$ cat src/rtl/bram_rd_devmux_if.sv
// Bus bundle between the AXI BRAM read channel, the device mux and up to four
// read devices.
interface bram_rd_devmux_if #(
  parameter int ADDRESS_BITS = 10
);
  logic                    start_burst;
  logic [ADDRESS_BITS-1:0] pre_araddr;
  logic [3:0]              burst_len;
  logic                    bram_ren;
  logic                    dev_ready;
  logic [31:0]             rdata;
  logic [3:0]              dev_rdy_in;
  logic [31:0]             dev_rdata0;
  logic [31:0]             dev_rdata1;
  logic [31:0]             dev_rdata2;
  logic [31:0]             dev_rdata3;
  logic [3:0]              dev_ren;
  logic                    busy;
  logic                    err_timeout;
  logic                    err_unmapped;
  logic [1:0]              err_dev;
  logic                    err_clr;

  modport slave (
    input  start_burst, pre_araddr, burst_len, bram_ren, dev_rdy_in,
           dev_rdata0, dev_rdata1, dev_rdata2, dev_rdata3, err_clr,
    output dev_ready, rdata, dev_ren, busy, err_timeout, err_unmapped, err_dev
  );

  modport master (
    output start_burst, pre_araddr, burst_len, bram_ren, dev_rdy_in,
           dev_rdata0, dev_rdata1, dev_rdata2, dev_rdata3, err_clr,
    input  dev_ready, rdata, dev_ren, busy, err_timeout, err_unmapped, err_dev
  );
endinterface

$ cat src/rtl/bram_rd_devmux.sv
// Routes AXI BRAM read bursts to one of four devices chosen by the top address
// bits, with stall timeout, unmapped-device forcing and sticky error flags.
module bram_rd_devmux #(
  parameter int         ADDRESS_BITS = 10,
  parameter logic [3:0] DEV_EN       = 4'b1111,
  parameter logic [7:0] TIMEOUT      = 8'd255
) (
  input logic               aclk,
  input logic               rst,
  bram_rd_devmux_if.slave   io_bus
);
  localparam logic [1:0] IDLE   = 2'd0;
  localparam logic [1:0] ACTIVE = 2'd1;
  localparam logic [1:0] FORCED = 2'd2;

  logic [1:0] r_state, w_state_nxt;
  logic [1:0] r_sel, w_sel_nxt;
  logic [3:0] r_beats, w_beats_nxt;
  logic [7:0] r_stall, w_stall_nxt;
  logic       r_err_to, w_err_to_nxt;
  logic       r_err_un, w_err_un_nxt;
  logic [1:0] r_err_dev, w_err_dev_nxt;
  logic [1:0] r_sel_d1, r_sel_d2;
  logic       r_force_d1, r_force_d2;

  logic       w_dev_ready;
  logic [3:0] w_dev_ren;
  logic [31:0] w_rdata;
  logic [1:0] w_start_sel;
  logic       w_burst_end;
  logic       w_take_start;
  logic       w_new_to;
  logic       w_new_un;
  logic       w_unused_addr;

  assign w_start_sel   = io_bus.pre_araddr[ADDRESS_BITS-1 -: 2];
  assign w_unused_addr = ^io_bus.pre_araddr[ADDRESS_BITS-3:0];

  // Ready depends only on registered state so start_burst never loops back into it.
  always_comb begin
    w_dev_ready = 1'b1;
    w_dev_ren   = 4'b0000;
    if (r_state == ACTIVE) begin
      w_dev_ready = io_bus.dev_rdy_in[r_sel];
      w_dev_ren   = 4'(io_bus.bram_ren) << r_sel;
    end
  end

  always_comb begin
    w_rdata = 32'd0;
    if (!r_force_d2) begin
      unique case (r_sel_d2)
        2'd0:    w_rdata = io_bus.dev_rdata0;
        2'd1:    w_rdata = io_bus.dev_rdata1;
        2'd2:    w_rdata = io_bus.dev_rdata2;
        default: w_rdata = io_bus.dev_rdata3;
      endcase
    end
  end

  assign w_burst_end  = (r_state != IDLE) && io_bus.bram_ren && (r_beats == 4'd0);
  assign w_take_start = io_bus.start_burst && ((r_state == IDLE) || w_burst_end);

  always_comb begin
    w_state_nxt   = r_state;
    w_sel_nxt     = r_sel;
    w_beats_nxt   = r_beats;
    w_stall_nxt   = 8'd0;
    w_err_dev_nxt = r_err_dev;
    w_new_to      = 1'b0;
    w_new_un      = 1'b0;

    if (r_state == ACTIVE && !w_dev_ready) begin
      if (r_stall == TIMEOUT - 8'd1) begin
        w_new_to      = 1'b1;
        w_err_dev_nxt = r_sel;
        w_state_nxt   = FORCED;
      end else begin
        w_stall_nxt = r_stall + 8'd1;
      end
    end

    if (w_burst_end) begin
      w_state_nxt = IDLE;
    end else if (r_state != IDLE && io_bus.bram_ren) begin
      w_beats_nxt = r_beats - 4'd1;
    end

    // A start at burst end overrides the return to IDLE (back-to-back bursts).
    if (w_take_start) begin
      w_sel_nxt   = w_start_sel;
      w_beats_nxt = io_bus.burst_len;
      w_stall_nxt = 8'd0;
      if (DEV_EN[w_start_sel]) begin
        w_state_nxt = ACTIVE;
      end else begin
        w_state_nxt   = FORCED;
        w_new_un      = 1'b1;
        w_err_dev_nxt = w_start_sel;
      end
    end

    w_err_to_nxt = (r_err_to & ~io_bus.err_clr) | w_new_to;
    w_err_un_nxt = (r_err_un & ~io_bus.err_clr) | w_new_un;
  end

  always_ff @(posedge aclk or posedge rst) begin
    if (rst) begin
      r_state   <= IDLE;
      r_sel     <= 2'd0;
      r_beats   <= 4'd0;
      r_stall   <= 8'd0;
      r_err_to  <= 1'b0;
      r_err_un  <= 1'b0;
      r_err_dev <= 2'd0;
    end else begin
      r_state   <= w_state_nxt;
      r_sel     <= w_sel_nxt;
      r_beats   <= w_beats_nxt;
      r_stall   <= w_stall_nxt;
      r_err_to  <= w_err_to_nxt;
      r_err_un  <= w_err_un_nxt;
      r_err_dev <= w_err_dev_nxt;
    end
  end

  // Data select tracks the BRAM's two-stage read pipeline, advanced per ren.
  always_ff @(posedge aclk or posedge rst) begin
    if (rst) begin
      r_sel_d1   <= 2'd0;
      r_sel_d2   <= 2'd0;
      r_force_d1 <= 1'b0;
      r_force_d2 <= 1'b0;
    end else if (io_bus.bram_ren) begin
      r_sel_d1   <= r_sel;
      r_force_d1 <= (r_state == FORCED);
      r_sel_d2   <= r_sel_d1;
      r_force_d2 <= r_force_d1;
    end
  end

  assign io_bus.dev_ready    = w_dev_ready;
  assign io_bus.dev_ren      = w_dev_ren;
  assign io_bus.rdata        = w_rdata;
  assign io_bus.busy         = (r_state != IDLE);
  assign io_bus.err_timeout  = r_err_to;
  assign io_bus.err_unmapped = r_err_un;
  assign io_bus.err_dev      = r_err_dev;
endmodule

$ cat src/flat_wrapper.sv
// flat-port wrapper written by rule: the top's interface ports become plain ports
module bram_rd_devmux_flat 
#(
  parameter int         ADDRESS_BITS = 10,
  parameter logic [3:0] DEV_EN       = 4'b1111,
  parameter logic [7:0] TIMEOUT      = 8'd255
)
  (aclk, rst, io_bus_start_burst, io_bus_pre_araddr, io_bus_burst_len, io_bus_bram_ren, io_bus_dev_rdy_in, io_bus_dev_rdata0, io_bus_dev_rdata1, io_bus_dev_rdata2, io_bus_dev_rdata3, io_bus_err_clr, io_bus_dev_ready, io_bus_rdata, io_bus_dev_ren, io_bus_busy, io_bus_err_timeout, io_bus_err_unmapped, io_bus_err_dev);
  bram_rd_devmux_if #(.ADDRESS_BITS(ADDRESS_BITS)) io_bus_i ();
  input logic aclk;
  input logic rst;
  input wire logic [$bits(io_bus_i.start_burst)-1:0] io_bus_start_burst;
  input wire logic [$bits(io_bus_i.pre_araddr)-1:0] io_bus_pre_araddr;
  input wire logic [$bits(io_bus_i.burst_len)-1:0] io_bus_burst_len;
  input wire logic [$bits(io_bus_i.bram_ren)-1:0] io_bus_bram_ren;
  input wire logic [$bits(io_bus_i.dev_rdy_in)-1:0] io_bus_dev_rdy_in;
  input wire logic [$bits(io_bus_i.dev_rdata0)-1:0] io_bus_dev_rdata0;
  input wire logic [$bits(io_bus_i.dev_rdata1)-1:0] io_bus_dev_rdata1;
  input wire logic [$bits(io_bus_i.dev_rdata2)-1:0] io_bus_dev_rdata2;
  input wire logic [$bits(io_bus_i.dev_rdata3)-1:0] io_bus_dev_rdata3;
  input wire logic [$bits(io_bus_i.err_clr)-1:0] io_bus_err_clr;
  output wire logic [$bits(io_bus_i.dev_ready)-1:0] io_bus_dev_ready;
  output wire logic [$bits(io_bus_i.rdata)-1:0] io_bus_rdata;
  output wire logic [$bits(io_bus_i.dev_ren)-1:0] io_bus_dev_ren;
  output wire logic [$bits(io_bus_i.busy)-1:0] io_bus_busy;
  output wire logic [$bits(io_bus_i.err_timeout)-1:0] io_bus_err_timeout;
  output wire logic [$bits(io_bus_i.err_unmapped)-1:0] io_bus_err_unmapped;
  output wire logic [$bits(io_bus_i.err_dev)-1:0] io_bus_err_dev;
  assign io_bus_i.start_burst = io_bus_start_burst;
  assign io_bus_i.pre_araddr = io_bus_pre_araddr;
  assign io_bus_i.burst_len = io_bus_burst_len;
  assign io_bus_i.bram_ren = io_bus_bram_ren;
  assign io_bus_i.dev_rdy_in = io_bus_dev_rdy_in;
  assign io_bus_i.dev_rdata0 = io_bus_dev_rdata0;
  assign io_bus_i.dev_rdata1 = io_bus_dev_rdata1;
  assign io_bus_i.dev_rdata2 = io_bus_dev_rdata2;
  assign io_bus_i.dev_rdata3 = io_bus_dev_rdata3;
  assign io_bus_i.err_clr = io_bus_err_clr;
  assign io_bus_dev_ready = io_bus_i.dev_ready;
  assign io_bus_rdata = io_bus_i.rdata;
  assign io_bus_dev_ren = io_bus_i.dev_ren;
  assign io_bus_busy = io_bus_i.busy;
  assign io_bus_err_timeout = io_bus_i.err_timeout;
  assign io_bus_err_unmapped = io_bus_i.err_unmapped;
  assign io_bus_err_dev = io_bus_i.err_dev;
  bram_rd_devmux #(.ADDRESS_BITS(ADDRESS_BITS), .DEV_EN(DEV_EN), .TIMEOUT(TIMEOUT)) u_core (.aclk(aclk), .rst(rst), .io_bus(io_bus_i));
endmodule
$ cat config.mk
export PLATFORM = sky130hd
export DESIGN_NAME = bram_rd_devmux_flat
export DESIGN_NICKNAME = d
export VERILOG_FILES = /design/src/rtl/bram_rd_devmux_if.sv /design/src/rtl/bram_rd_devmux.sv /design/src/flat_wrapper.sv
export SDC_FILE = /design/constraint.sdc
export NUM_CORES = 1
export LEC_CHECK = 0
export CORE_ASPECT_RATIO = 1.75
export CORE_MARGIN = 1
export CORE_UTILIZATION = 32
export DETAILED_ROUTE_END_ITERATION = 8
export GPL_TIMING_DRIVEN = 0
export PLACE_DENSITY = 0.81
export SLEW_MARGIN = 20
export SYNTH_ARGS = -nofsm -noshare
export SYNTH_HDL_FRONTEND = slang
export SYNTH_SLANG_ARGS = --single-unit
$ cat constraint.sdc
create_clock -name aclk -period 2.3 [get_ports aclk]
set_input_delay 0.345 -clock aclk [delete_from_list [all_inputs] [get_ports aclk]]
set_output_delay 0.345 -clock aclk [all_outputs]
set_load 0.02 [all_outputs]
==> reports/metrics.yaml, run 1 <==
cells_and_area:
  fin_util: 0.622
  design_area_um2: 4230
  final-seq-area_um2: 651
  multi_input_area_um2: 1490
  diodes: 0
  layout.nets: 532
  drive_above_1_share: 0.229
  syn2layout_area_growth_pct: 89.4
  nFillCells: 591
  final_cells: 460
placement:
  gp_congestion: 0.853
  hpwlAfterDp_um: 7620
  io_buffers: 184
  dpl_cell_area_um2: 4180
  placed_cells: 458
drt:
  vias: 2321
  drt_iter0_drc: 111
  antenna_left: 0
  drc: 0
  vias_per_cell: 5.05
  dr.pass1.iters: 4
  post_drt_wl_per_cell_um: 19.7
  wl_um: 9060
synthesis:
  synth.distinct_cells: 39
  ys.flop_type: "dfrtp_1"
  netlist_area_um2: 2240
  yosysWarnings: 0
  post-synth-top-count-cell: "nor2b_1"
  synth_seq_area_share: 0.291
  synth_edf_count: 0
  yosys_register_bits: 26
  syn_area_per_cell_um2: 11.8
  synth-async-reset-ratio: 1.00
  netlist_instances: 190
  ys_top_cells_by_count: "nor2b_1, mux4_2, dfrtp_1"
  synth.area.top_cells: "mux4_2, dfrtp_1, nor2b_1"
  synth_top_area_frac: 0.322
  syn_nets: 345
  yosysTopAreaCell: "mux4_2"
global_routing:
  grt_overflow: 0
  antenna_found_initial: 0
  grt_max_degree: 27
  grt_first_pass_wirelength_um: 13300
  grt_usage: 0.241
  grt_pass1_vias: 2501
critical_path:
  cp.required_ns: 1.96
  critPathKind: "input pin to primary output"
  cp-end-kind: "primary output"
  cp.arrival_ns: 1.89
  critical_path.startpoint_type: "input pin"
  cp_max_fo: 10
pwr:
  cellLeakagePower_uw: 0.00171
  ir_worst_vdd_mv: 0.703
  p_per_area_nw_per_um2: 1040
die:
  die_w_um: 65.2
  num_rows: 40
  core_um2: 6810
  io_pins: 193
  die_y_um: 113
  initial_core_util: 0.328
  dieArea_um2: 7340
timing:
  max_freq_ghz: 0.448
  max_slew_margin: 0.351
  finalSetupViolCount: 0
  period_share: 0.971
  tightest_slew_ns: 0.968
  rsz0062_at_grt: "no"
  fin_setup_tns_ns: 0
  drv_slew: 0
  fin_crit_ns: 2.23
  clock_skew_ns: 0.00325
  hold_viol: 0
clock_network:
  htree_num_levels: 1
  worstSkewPairLatency_ns: 0.26
  clk_transition_reported_paths_ns: 0.07
  cts_inserted_buffers: 3
  holdBufCountCts: 0
  cts_buffer_depth: 2
  cts_tree: "yes"
  cts.sinks: 26
  cts_root_buffer: "clkbuf_16"
job:
  cap_violations: 0
status:
  outcome: "completed"
hold_path:
  holdCritPathClass: "input pin to asynchronous set/reset pin"
## registers in the layout, summed over array words and instances, names as in the netlist, 2 cells and up
name and flops:
u_core.io_bus.err_dev 2, u_core.r_sel_d1 2, u_core.r_state 2, u_core.r_stall 8, u_core.r_sel_d2 2, u_core.r_beats 4
u_core.r_sel 2
## cell usage in the layout, fill, tap and decap left out, types with 3 or more instances in the layout
master	n
clkdlybuf4s50_1	150
nor2b_1	33
mux4_2	32
dfrtp_1	26
clkbuf_2	20
nor2_1	11
mux2_2	8
nand2_1	7
inv_1	7
dlygate4sd2_1	7
nand3_1	6
clkdlybuf4s15_1	5
xnor2_1	4
o21ai_0	4
xor2_1	4
clkbuf_4	4
ha_1	4
buf_12	3
clkbuf_1	3
clkbuf_16	3
## power breakdown
part	internal [uW]	switching [uW]	total [uW]
Clock	346	162	508
Sequential	584	156	741
Combinational	1620	1530	3150
## stage by stage
stage          setup slack [ns]  total power, uW  hold WS (ns)
2_1_floorplan             0.477             2700         0.385
3_3_place_gp             -0.242             4040         0.463
3_5_place_dp             -0.253             4070         0.485
4_1_cts                 0.00119             4440         0.495
5_1_grt                0.000570             4640         0.522
6_report                 0.0677             4400         0.486
## timing repair
action                                  in CTS  in global routing
endpoints found under the setup margin      36                 30
pin swaps                                    0                  0
setup buffers                                0                  0
gates resized for setup                     62                 45
## routing by layer
metal,global-route usage,vias to the layer above,share of wire
met5,0,-,0
met2,0.434,131,0.51
met4,0.0333,0,0.0079
met3,0.114,8,0.14
met1,0.253,1108,0.34
li1,-,1074,-
## cell type report
type / instances / area share
Buffer: 13 / 0.0304
Clock buffer: 3 / 0.0177
Clock inverter: 1 / 0.00709
Inverter: 8 / 0.00709
Multi-Input combinational cell: 141 / 0.351
Sequential cell: 26 / 0.154
Tap cell: 84 / 0.0248
Timing Repair Buffer: 184 / 0.408
## kinds of logic (layout without fill, tap and decap cells)
group / after synthesis / after routing / synth area share
AND/OR/NAND/NOR: 72 / 72 / 0.191
multiplexers: 42 / 42 / 0.372
flip-flops: 26 / 26 / 0.291
buffers and inverters: 23 / 209 / 0.0448
AO/OA/AOI/OAI: 15 / 15 / 0.0481
XOR/XNOR: 8 / 8 / 0.0313
adder cells (fa/ha/maj): 4 / 4 / 0.0224
## final timing paths
| path | from | end | slack, ns | cells after the start |
|---|---|---|---|---|
| setup / recovery | io_bus_bram_ren | io_bus_dev_ren[0] | 0.07 | 4 |
| min in group aclk | u_core.r_stall[0]$_DFF_PP0_ | u_core.r_stall[0]$_DFF_PP0_ | 0.49 | 1 |
| setup reg to reg | u_core.r_beats[0]$_DFFE_PP0P_ | u_core.r_beats[1]$_DFFE_PP0P_ | 0.53 | 6 |
| hold / removal | rst | u_core.r_stall[3]$_DFF_PP0_ | 0.49 | 2 |
| max in group asynchronous | rst | u_core.r_sel[0]$_DFFE_PP0P_ | 1.36 | 2 |
| hold reg to reg | u_core.r_stall[0]$_DFF_PP0_ | u_core.r_stall[0]$_DFF_PP0_ | 0.49 | 1 |
## worst max-delay path: stages
cell	delay, ns
clkdlybuf4s50_1	0.52
clkbuf_4	0.23
and3_2	0.20
clkdlybuf4s50_1	0.60
Power figures use the tool's default switching activity.
==> inputs of run 2 (changes only) <==
--- a/config.mk
+++ b/config.mk
@@ -5,7 +5,7 @@
 export SDC_FILE = /design/constraint.sdc
 export NUM_CORES = 1
 export LEC_CHECK = 0
-export CORE_ASPECT_RATIO = 1.75
+export CORE_ASPECT_RATIO = 0.75
 export CORE_MARGIN = 1
 export CORE_UTILIZATION = 32
 export DETAILED_ROUTE_END_ITERATION = 8
==> run 2 against run 1 <==
  * The run now ends with design-rule violations left
  * Non-clock buffer count shrank 1
  * Routed wire length is 7.9% lower
  * Power is 5.3% lower
  * Sequential power decreased by 0.8%
  * Die area decreased by 0.13%
  * Setup slack better by 0.024 ns
  * Highest routed layer unchanged
  * Combinational power decreased by 3%
==> reports/metrics.yaml, run 2 (synthesized netlist as in run 1, its figures left out) <==
critical_path:
  cp_max_fo: 10  # unchanged
  cp-startpoint: "u_core.r_sel_d2[0]$_DFFE_PP0P_"
  r2r-start: "u_core.r_beats[0]$_DFFE_PP0P_"
  cp.arrival_ns: 1.86  # -0.03 ns
  cp_slowest_cell: "mux4_2"
  reg2reg_depth: 6  # unchanged
  crit_family: "buffers and inverters"
  cp.required_ns: 1.96  # about the same
  slowest_delay_ns: 0.51  # -0.09 ns
  crit_buf_inv: 3  # unchanged
  crit_chain: "buf_6 > buf_12 > mux4_2 > nor2b_1 > clkdlybuf4s15_2"
  r2r_slack_ns: 0.50  # -0.03 ns
  critPathKind: "flip-flop to primary output"
  cp-end-kind: "primary output"
  rr_endpoint: "u_core.r_beats[1]$_DFFE_PP0P_"
  critical_path.startpoint_type: "flip-flop"
global_routing:
  grt_overflow: 0  # unchanged
  grt_max_degree: 27  # unchanged
  grt_pass1_vias: 2240  # -10%
  grt_first_pass_wirelength_um: 12200  # -8.3%
  grt_usage: 0.221  # -0.0198
  antenna_found_initial: 0  # unchanged
cells_and_area:
  final_common_cell: "clkdlybuf4s50_1"
  fin_util: 0.639  # +0.0166
  largest_register_ffs: 8  # unchanged
  nFillCells: 526  # -11%
  diodes: 0  # unchanged
  multi_input_area_um2: 1490  # unchanged
  largest_register: "u_core.r_stall"
  biggestRegsByFlops: "u_core.r_stall: 8 flops, u_core.r_beats: 4 flops"
  syn2layout_area_growth_pct: 86.7
  final-seq-area_um2: 651  # unchanged
  final_cell_mix: "clkdlybuf4s50_1, nor2b_1, mux4_2, dfrtp_1, clkbuf_2"
  layout.nets: 531  # -0.19%
  drive_above_1_share: 0.240  # +0.0113
timing:
  rsz0062_at_grt: "yes"
  drv_slew: 0  # unchanged
  max_slew_margin: 0.384  # +0.0330
  tightest_slew_ns: 0.919  # -0.0492 ns
  fin_crit_ns: 2.21  # -0.0237 ns
  finalSetupViolCount: 0  # unchanged
  period_share: 0.960  # -0.0103
  hold_viol: 0  # unchanged
  max_freq_ghz: 0.453  # +1.1%
  clock_skew_ns: 0.00717  # +0.00392 ns
drt:
  drc: 13  # +13
  dr.pass1.iters: 6  # +2
  post_drt_wl_per_cell_um: 18.3  # -7.1%
  wl_um: 8340  # -7.9%
  antenna_left: 0  # unchanged
  vias_per_cell: 4.94  # -2.0%
  vias: 2254  # -2.9%
  drt_iter0_drc: 81  # -27%
die:
  die_w_um: 98.5  # +51%
  io_pins: 193  # unchanged
  num_rows: 25  # -38%
  dieArea_um2: 7330  # -0.13%
  die_y_um: 74.4  # -34%
  core_um2: 6540  # -4.0%
  initial_core_util: 0.342  # +0.0135
clock_network:
  cts_buffer_depth: 2  # unchanged
  holdBufCountCts: 0  # unchanged
  worstSkewPairLatency_ns: 0.28  # +0.02 ns
  clk_transition_reported_paths_ns: 0.09  # +0.02 ns
  cts-resized-gates: 74  # +19%
  post_cts_buffers: 0  # unchanged
  cts_root_buffer: "clkbuf_8"
  cts_tree: "yes"
  htree_num_levels: 1  # unchanged
  cts_inserted_buffers: 3  # unchanged
  cts.sinks: 26  # unchanged
pwr:
  cellLeakagePower_uw: 0.00168  # -1.8%
  ir_worst_vdd_mv: 0.598  # -15%
  p_per_area_nw_per_um2: 997  # -4.0%
  total_power_uw: 4160  # -5.3%
status:
  outcome: "complete, but fails checks"
  violations: "design-rule violations"
placement:
  hpwlAfterDp_um: 6930  # -9.0%
  io_buffers: 184  # unchanged
  gp_congestion: 0.872  # +2.3%
hold_path:
  holdCritPathClass: "input pin to asynchronous set/reset pin"
job:
  cap_violations: 0  # unchanged
run 2: cell count changes in the layout (fill, tap and decap cells not counted):
cell / delta
dlygate4sd2_1: -3
clkdlybuf4s15_2: +2
clkdlybuf4s15_1: -3
buf_12: -1
buf_8: +1
clkbuf_16: -3
clkbuf_2: +3
clkdlybuf4s50_1: +1
clkbuf_4: -1
clkbuf_8: +3
run 2: power breakdown:
| group | switching (uW) | internal [uW] | leakage, uW |
|---|---|---|---|
| logic | 1450 | 1600 | 0.00131 |
| clock network | 147 | 233 | 0.0000357 |
| registers | 152 | 583 | 0.000338 |
run 2: area by class of cell:
class,count,area share
clock buffers,3,0.00989
flip-flops and latches,26,0.156
multi-input cells,141,0.356
clock inverters,1,0.00719
well taps,81,0.0243
inverters,8,0.00719
repair buffers,184,0.412
plain buffers,12,0.0279
run 2: metrics by stage:
step / TNS (ns) / instance area, um2 / hold WS (ns) / cells / setup WS [ns]
4_1_cts: -0.00339 / 4280 / 0.498 / 458 / -0.00339
6_report: 0 / 4180 / 0.452 / 456 / 0.0914
3_5_place_dp: -5.36 / 4180 / 0.484 / 455 / -0.223
5_1_grt: -0.00260 / 4180 / 0.509 / 456 / -0.00260
3_3_place_gp: -5.04 / 4180 / 0.465 / 455 / -0.228
2_1_floorplan: 0 / 2240 / 0.385 / 190 / 0.477
run 2: how the worst max path moves through the flow:
stage	to	slack, ns	depth (start not counted)
after floorplan	io_bus_rdata[10]	0.48	4
after global placement	io_bus_rdata[25]	-0.23	5
after detailed placement	io_bus_dev_ren[3]	-0.22	5
after CTS	io_bus_rdata[3]	-0.003	5
after global routing	io_bus_rdata[30]	-0.003	5
final	io_bus_rdata[14]	0.09	5
run 2: per-layer routing:
layer | routed length (um) | GRT usage | vias up
met5 | 0 | 0 | -
met4 | 129 | 0.0547 | 0
met3 | 616 | 0.0489 | 12
met2 | 4250 | 0.388 | 88
met1 | 3340 | 0.282 | 1087
li1 | - | - | 1067
==> inputs of run 3 (changes only) <==
--- a/config.mk
+++ b/config.mk
@@ -15,3 +15,4 @@
 export SYNTH_ARGS = -nofsm -noshare
 export SYNTH_HDL_FRONTEND = slang
 export SYNTH_SLANG_ARGS = --single-unit
+export TNS_END_PERCENT = 20
==> run 3 against run 2 <==
  * Largest cell class unchanged
  * Worst hold slack better by 0.0010 ns
  * Sequential cell count unchanged
  * Setup slack worse by 0.054 ns
  * Utilization up 0.19 points
  * Sequential share of layout area about the same
  * Critical path type unchanged
  * Routed wire length about the same
  * The run still ends with design-rule violations left
  * Clock power about the same
==> reports/metrics.yaml, run 3 (synthesized netlist as in run 1, its figures left out) <==
status:
  outcome: "complete, but fails checks"
  violations: "design-rule violations"
drt:
  dr.pass1.iters: 6  # unchanged
  post_drt_wl_per_cell_um: 18.2  # -0.31%
  vias: 2251  # -0.13%
  vias_per_cell: 4.93  # -0.35%
  antenna_left: 0  # unchanged
  wl_um: 8330  # about the same
  drt_iter0_drc: 92  # +14%
  drc: 13  # unchanged
timing:
  drv_slew: 0  # unchanged
  max_slew_margin: 0.383  # -0.000424
  hold_viol: 0  # unchanged
  period_share: 0.984  # +0.0233
  max_freq_ghz: 0.442  # -2.4%
  fin_setup_tns_ns: 0  # unchanged
  finalSetupViolCount: 0  # unchanged
  rsz0062_at_grt: "yes"
  fin_crit_ns: 2.26  # +0.0537 ns
  tightest_slew_ns: 0.919  # +0.000632 ns
  clock_skew_ns: 0.00678  # -0.000393 ns
pwr:
  p_sw_frac: 0.419  # -0.000597
  p_per_area_nw_per_um2: 994  # -0.29%
  total_power_uw: 4160  # about the same
  netSwitchingPower_uw: 1740  # -0.14%
  pwr-share-seq: 0.173  # -0.004
  clockPowerShare: 0.091  # about the same
  power.internal_uw: 2420  # +0.11%
  cellLeakagePower_uw: 0.00169  # +0.32%
  ir_worst_vdd_mv: 0.598  # about the same
  power_frac_comb: 0.736  # +0.004
cells_and_area:
  syn2layout_area_growth_pct: 87.3
  design_area_um2: 4190  # +0.30%
  final_common_cell: "clkdlybuf4s50_1"
  largest_register_ffs: 8  # unchanged
  nFillCells: 524  # -0.38%
  biggestRegsByFlops: "u_core.r_stall: 8 flops, u_core.r_beats: 4 flops"
  drive_above_1_share: 0.229  # -0.0113
  layout.nets: 532  # +0.19%
  diodes: 0  # unchanged
  final_cell_mix: "clkdlybuf4s50_1, nor2b_1, mux4_2, dfrtp_1, clkbuf_2"
  largest_register: "u_core.r_stall"
global_routing:
  grt_usage: 0.221  # unchanged
  grt_overflow: 0  # unchanged
  antenna_found_initial: 0  # unchanged
  grt_pass1_vias: 2240  # unchanged
  grt_first_pass_wirelength_um: 12200  # unchanged
  grt_max_degree: 27  # unchanged
die:
  io_pins: 193  # unchanged
  die_w_um: 98.5  # unchanged
  num_rows: 25  # unchanged
  dieArea_um2: 7330  # unchanged
  die_y_um: 74.4  # unchanged
  initial_core_util: 0.342  # unchanged
  core_um2: 6540  # unchanged
critical_path:
  crit_family: "buffers and inverters"
  crit_chain: "buf_6 > buf_8 > mux4_2 > nor2b_1 > dlygate4sd2_1"
  slowest_delay_ns: 0.50  # about the same
  critical_path.startpoint_type: "flip-flop"
  cp_slowest_cell: "mux4_2"
  cp.arrival_ns: 1.92  # +0.06 ns
  cp-end-kind: "primary output"
  critPathKind: "flip-flop to primary output"
  crit_buf_inv: 3  # unchanged
  cp_max_fo: 10  # unchanged
  cp.required_ns: 1.96  # about the same
placement:
  hpwlAfterDp_um: 6930  # unchanged
  dpl_cell_area_um2: 4180  # unchanged
  io_buffers: 184  # unchanged
  gp_congestion: 0.872  # unchanged
clock_network:
  htree_num_levels: 1  # unchanged
  cts_buffer_depth: 2  # unchanged
  worstSkewPairLatency_ns: 0.28  # about the same
  post_cts_buffers: 0  # unchanged
  cts_inserted_buffers: 3  # unchanged
  clk_transition_reported_paths_ns: 0.09  # about the same
  cts_tree: "yes"
  cts.sinks: 26  # unchanged
  cts_root_buffer: "clkbuf_8"
hold_path:
  holdCritPathClass: "input pin to asynchronous set/reset pin"
job:
  cap_violations: 0  # unchanged
[run 3: cell types whose count changed in the layout (fill, tap and decap cells not counted), sizes merged]
cell,before,now
buf,7,6
dlygate4sd2,4,9
clkbuf,32,30
clkdlybuf4s15,5,4
[run 3: per-layer routing]
layer  vias up  track usage  part of all wire
met5         -            0                 0
met1      1082        0.282              0.40
met4         0       0.0547             0.016
met2        88        0.388              0.51
li1       1069            -                 -
met3        12       0.0489             0.074
[run 3: per-stage QoR]
stage / hold WS (ns) / worst slack, ns / util / std cells
after floorplan: 0.385 / 0.477 / - / 190
after global placement: 0.465 / -0.228 / 0.639 / 455
after detailed placement: 0.484 / -0.223 / 0.639 / 455
after CTS: 0.498 / -0.0365 / 0.654 / 458
after global routing: 0.509 / -0.0573 / 0.641 / 457
final: 0.453 / 0.0377 / 0.641 / 457
[run 3: repair_timing]
action / 4_1_cts / 5_1_grt
hold buffers: 0 / 0
endpoints found under the setup margin: 36 / 30
resized for setup: 72 / 26
cloned: 0 / 0
[run 3: layout make-up]
class,count,area [um2],share of cell area
repair buffers,184,1730,0.414
multi-input cells,141,1490,0.355
flip-flops and latches,26,651,0.155
plain buffers,13,115,0.0275
well taps,81,101,0.0242
clock buffers,3,41.3,0.00986
clock inverters,1,30.0,0.00717
inverters,8,30.0,0.00717
[run 3: worst paths after layout]
| check | cells past startpoint | start | slack [ns] | endpoint |
|---|---|---|---|---|
| min | 2 | rst | 0.45 | u_core.io_bus.err_unmapped$_DFF_PP0_ |
| max in group asynchronous | 2 | rst | 1.41 | u_core.r_beats[3]$_DFFE_PP0P_ |
| max | 5 | u_core.r_sel_d2[0]$_DFFE_PP0P_ | 0.04 | io_bus_rdata[3] |
| min reg2reg | 1 | u_core.r_stall[0]$_DFF_PP0_ | 0.50 | u_core.r_stall[0]$_DFF_PP0_ |
| min in group aclk | 1 | u_core.r_stall[0]$_DFF_PP0_ | 0.50 | u_core.r_stall[0]$_DFF_PP0_ |
| max reg2reg | 6 | u_core.r_beats[0]$_DFFE_PP0P_ | 0.50 | u_core.r_beats[1]$_DFFE_PP0P_ |
[run 3: power groups by stage]
stage / Sequential [uW] / Clock [uW] / Combinational (uW)
2_1_floorplan: 676 / 0 / 2020
3_3_place_gp: 702 / 0 / 3260
3_5_place_dp: 709 / 0 / 3310
4_1_cts: 701 / 389 / 3200
5_1_grt: 743 / 409 / 3290
6_report: 719 / 379 / 3060
